## src/rtl/sevenseg_scan_ctrl.sv

```systemverilog
// sevenseg_scan_ctrl: multiplexed N-digit seven-segment scanner with a double-buffered digit bank,
// inter-digit blanking gap and optional leading-zero blanking.
module sevenseg_scan_ctrl #(
  parameter int NUM_DIGITS   = 4,
  parameter int ON_CYCLES    = 50000,
  parameter int BLANK_CYCLES = 500,
  parameter int IDX_W        = 2
) (
  input  logic                    clk,
  input  logic                    rst_n,
  input  logic                    enable,
  input  logic                    lzb_en,
  input  logic                    load_valid,
  output logic                    load_ready,
  input  logic [4*NUM_DIGITS-1:0] load_data,
  output logic [3:0]              hex_digit,
  output logic [NUM_DIGITS-1:0]   digit_en_n,
  output logic [IDX_W-1:0]        scan_idx,
  output logic                    frame_done
);
  localparam int MAXC = ON_CYCLES > BLANK_CYCLES ? ON_CYCLES : BLANK_CYCLES;
  localparam int CW = $clog2(MAXC + 1);
  localparam logic [CW-1:0] ON_LAST = CW'(ON_CYCLES - 1);
  localparam logic [CW-1:0] BLANK_LAST = CW'(BLANK_CYCLES > 0 ? BLANK_CYCLES - 1 : 0);
  localparam logic [IDX_W-1:0] IDX_LAST = IDX_W'(NUM_DIGITS - 1);

  typedef enum logic [1:0] {IDLE, ON, BLANK} state_t;

  state_t                  state, state_n;
  logic [CW-1:0]           cnt, cnt_n;
  logic [IDX_W-1:0]        idx_n, idx_inc;
  logic [4*NUM_DIGITS-1:0] active, active_n, shadow;
  logic                    pending, accept, copy, wrap, blanked;

  always_comb begin
    idx_inc = scan_idx == IDX_LAST ? '0 : scan_idx + 1'b1;
    state_n = state;
    idx_n = scan_idx;
    cnt_n = cnt + 1'b1;
    wrap = 1'b0;
    if (!enable) begin
      state_n = IDLE;
      idx_n = '0;
      cnt_n = '0;
    end else if (state == IDLE) begin
      state_n = ON;
      cnt_n = '0;
    end else if (state == ON && cnt == ON_LAST) begin
      cnt_n = '0;
      if (BLANK_CYCLES > 0) state_n = BLANK;
      else begin
        idx_n = idx_inc;
        wrap = idx_inc == '0;
      end
    end else if (state == BLANK && cnt == BLANK_LAST) begin
      state_n = ON;
      cnt_n = '0;
      idx_n = idx_inc;
      wrap = idx_inc == '0;
    end
    accept = load_valid && load_ready;
    // shadow only reaches the active bank between frames so a frame never mixes values
    copy = pending && (state == IDLE || wrap);
    active_n = copy ? shadow : active;
    blanked = lzb_en && idx_n != '0 && (active_n >> (4 * idx_n)) == '0;
  end

  always_ff @(posedge clk or negedge rst_n) begin
    if (!rst_n) begin
      state <= IDLE;
      cnt <= '0;
      scan_idx <= '0;
      active <= '0;
      shadow <= '0;
      pending <= 1'b0;
      load_ready <= 1'b1;
      frame_done <= 1'b0;
      digit_en_n <= '1;
      hex_digit <= 4'h0;
    end else begin
      state <= state_n;
      cnt <= cnt_n;
      scan_idx <= idx_n;
      active <= active_n;
      shadow <= accept ? load_data : shadow;
      pending <= accept | (pending & ~copy);
      load_ready <= accept ? 1'b0 : (load_ready | ~pending);
      frame_done <= wrap;
      digit_en_n <= (state_n == ON && !blanked) ? ~(NUM_DIGITS'(1) << idx_n) : '1;
      hex_digit <= state_n == ON ? active_n[4*idx_n +: 4] : state_n == BLANK ? hex_digit : 4'h0;
    end
  end
endmodule

```

## config.mk

```make
export PLATFORM = sky130hd
export DESIGN_NAME = sevenseg_scan_ctrl
export DESIGN_NICKNAME = d
export VERILOG_FILES = /design/src/rtl/sevenseg_scan_ctrl.sv
export SDC_FILE = /design/constraint.sdc
export NUM_CORES = 1
export LEC_CHECK = 0
export ABC_AREA = 0
export ABC_CLOCK_PERIOD_IN_PS = 3200
export CAP_MARGIN = 20
export CELL_PAD_IN_SITES_DETAIL_PLACEMENT = 2
export CELL_PAD_IN_SITES_GLOBAL_PLACEMENT = 2
export CORE_ASPECT_RATIO = 0.6
export CORE_MARGIN = 5
export CORE_UTILIZATION = 24
export DETAILED_ROUTE_END_ITERATION = 8
export GPL_ROUTABILITY_DRIVEN = 0
export GPL_TIMING_DRIVEN = 0
export PLACE_DENSITY_LB_ADDON = 0.1
export SLEW_MARGIN = 30
export SYNTH_ARGS = -nofsm -noshare
export SYNTH_HDL_FRONTEND = slang
export SYNTH_SLANG_ARGS = --single-unit
```

## constraint.sdc

```tcl
create_clock -name clk -period 3.2 [get_ports clk]
set_input_delay 0.64 -clock clk [delete_from_list [all_inputs] [get_ports clk]]
set_output_delay 0.64 -clock clk [all_outputs]
set_load 0.02 [all_outputs]
```

==> results.md <==
- Status: finished clean
- Root Driver: clkbuf_16
- Synthesized cell area: 2980 sq um
- Worst reg-to-reg setup slack: 0.18 ns
- Setup CP Type: reg2reg
- End of the worst register-to-register path: hex_digit[3]
- Reg2reg start: cnt[0]
- Hpwl dp: 5860 microns
- DR iter-0 viols: 97
- Final Non-Filler Cells: 453
- DRT antenna net count: 0
- Clock skew: 0.00609 ns
- Starting Density: 24.6%
- Fmax: 0.331 GHz
- Commonest cells in the netlist: 58 x dfrtp_1, 27 x mux2_2, 26 x nor2_1
- Hold buffers post-CTS: 0
- Startpoint types: flop
- Clock Sinks: 63
- Path depth of the worst reg2reg path: 9
- Pwr/cell area: 702 nW/um^2
- Yosys warns: 0
- Syn Nets: 263
- GR Overflow Total: 0
- H-tree Lvls: 3
- Final Cycle Share: 94.3%
- Routed len/inst: 17.5 microns
- CTS tree: yes
- Setup TNS: 0 ns
- Critical path fanouts, max: 10
- Worst path arrival time: 3.23 ns
- Total CTS buffers: 9
- Worst VDD drop: 0.219 mV
- Std-Cell Core Area: 12,100 sq um
- First-pass GRT wire length: 13,100 microns
- Area Overhead vs Synth: 28.8%
- Number of global-route vias before repair: 2,289
- Num rows: 31
- Diode count: 0
- Syn_area_per_cell: 12.5 sq um
- Pre-CTS WS: -0.114 ns
- RSZ-0062 raised after global routing: no
- Crit. End Element: flop
- Placed cells: 437
- PnR worst setup slack: 0.182 ns
- Final instance area: 3840 sq um
- Layout cells sized above 1: 24.0%
- Setup Buffers After CTS: 0
- DR vias/cell: 4.42
- Ys flop type: dfrtp_1
- Final-report setup violation count: 0
- Crit path from: cnt[0]
- Leak: 1.64 nW
- Count leader, synth: dfrtp_1
- Sequential cell area fraction in the yosys report: 53.1%
- Synth Instances: 239
- Resize count post-CTS: 0
- Die height: 96.3 microns
- Post-DP Area: 3520 sq um
- Flops & latches, synth: 63
- Total number of vias: 2,002
- Slew margin rel.: 53.1%
- Die Area: 14,800 sq um
- Final hold vios: 0
- Port bufs: 32
- Synth top area cells: dfrtp_1 49%, mux2_2 10%, mux2_4 4.5%, dfstp_2 4.4%, mux2i_1 4.0%
- # nets final: 307
- Clk Latency, worst-skew pair: 0.33 ns
- Worst hold path class: in2async
- Total power: 2.69 mW
- Tot GR Track Use: 11.7%
- Maximum clock path buffer count: 2
- Max Slew Vio Count: 0
- Routed WL: 7950 microns
- Max-Cap Viols: 0
- Fraction of registers with async set/reset: 100%
- Area share of the leading cell type in the synthesized netlist: 48.7%
- Number of synthesized flops with an enable pin: 0
- Actual slew at the worst max-slew pin: 0.698 ns
- First-pass iteration count of the detailed router: 4
- IO Pins: 33
- Critical Path RT: 3.41 ns
- Residual DRC: 0
- Largest net degree at the start of global routing: 36
- Unique masters post-synth: 42
- Top cell type by total area after synthesis: dfrtp_1
- Clock transition at the registers of the reported paths: 0.06 ns
- Chip width: 154 microns
- Min Tclk post-route: 3.02 ns
- Crit path to: hex_digit[3]
- Antenna violations before repair: 0
==> critical path: stages, from the launching register on <==
cell and delay (ns):
dfrtp_1 0.38, ha_1 0.24, nor4b_1 0.42, and2b_2 0.32, a31oi_4 0.20, buf_6 0.22
mux2_4 0.31, mux2i_1 0.30, mux2i_1 0.23, a22o_1 0.28
==> worst min-delay path by stage <==
| stage | from | endpoint | cells after the start | slack [ns] |
|---|---|---|---|---|
| finish | rst_n | cnt[0] | 1 | 0.23 |
| global route | rst_n | cnt[0] | 1 | 0.25 |
| CTS | rst_n | cnt[0] | 1 | 0.24 |
| detailed placement | cnt[0] | cnt[0] | 1 | 0.47 |
| global placement | cnt[0] | cnt[0] | 1 | 0.46 |
| floorplan | rst_n | active[0] | 0 | 0.34 |
==> state kept, by name, indices dropped and copies added (netlist names) <==
signal	cells
state	2
cnt	16
load_ready	1
pending	1
scan_idx	2
hex_digit	4
shadow	16
digit_en_n	4
active	16
frame_done	1
==> cell families (layout without fill, tap and decap cells) <==
family / Yosys count / after routing / share of synthesized area [%]
AOI/OAI and AO/OA: 21 / 21 / 5.59
xor gates and xnor gates: 14 / 14 / 4.12
adders and majority gates: 3 / 3 / 1.26
DFF: 63 / 63 / 53.1
and+or+nand+nor: 78 / 78 / 14.9
buffers and inverters: 11 / 60 / 1.89
muxes: 49 / 49 / 19.2
==> metrics by stage <==
stage               utilization [%]  hold slack (ns)
detailed placement             29.1            0.473
CTS                            31.7            0.242
global route                   31.7            0.254
global placement               29.0            0.463
floorplan                         -            0.344
finish                         31.7            0.233
==> metal layers <==
metal | wire length, microns | share of wire [%] | up-vias | track usage [%]
met5 | 0 | 0 | - | 0
met4 | 99 | 1.2 | 0 | 4.19
met3 | 235 | 3.0 | 6 | 3.46
met2 | 2810 | 35 | 32 | 14.6
met1 | 4800 | 60 | 1019 | 18.3
li1 | - | - | 945 | -
==> cells in the final DEF (no fill, tap or decap), drive strengths merged, types with 3 or more instances in the layout <==
cell           netlist  final
o2bb2ai              3      3
dfrtp               58     58
xnor2                6      6
nor4b                4      4
ha                   3      3
buf                  2      4
nor4                 7      7
mux2i               12     12
inv                  5      5
dfstp                5      5
and3                 3      3
mux2                37     37
nand3                9      9
nand4                6      6
xor2                 8      8
nand2                9      9
a21oi                3      3
o21ai                7      7
nor3                 3      3
clkdlybuf4s50        0     31
clkbuf               4     14
nand2b               4      4
nor2                26     26
==> report_power, final <==
part	switching [mW]	internal [mW]	total, mW	leakage (nW)
sequential	0.107	0.990	1.10	0.781
clock	0.372	0.679	1.05	0.148
combinational	0.246	0.299	0.545	0.713
total	0.725	1.97	2.69	1.64
==> cell type report <==
type / instances / area, sq um
inverters: 5 / 18.8
clock inverters: 6 / 85.1
flip-flops and latches: 63 / 1580
fillers: 1307 / 8260
repair buffers: 33 / 338
well taps: 165 / 206
multi-input cells: 165 / 1340
plain buffers: 6 / 37.5
clock buffers: 10 / 229
No activity file was read; power rests on OpenSTA's default activity.
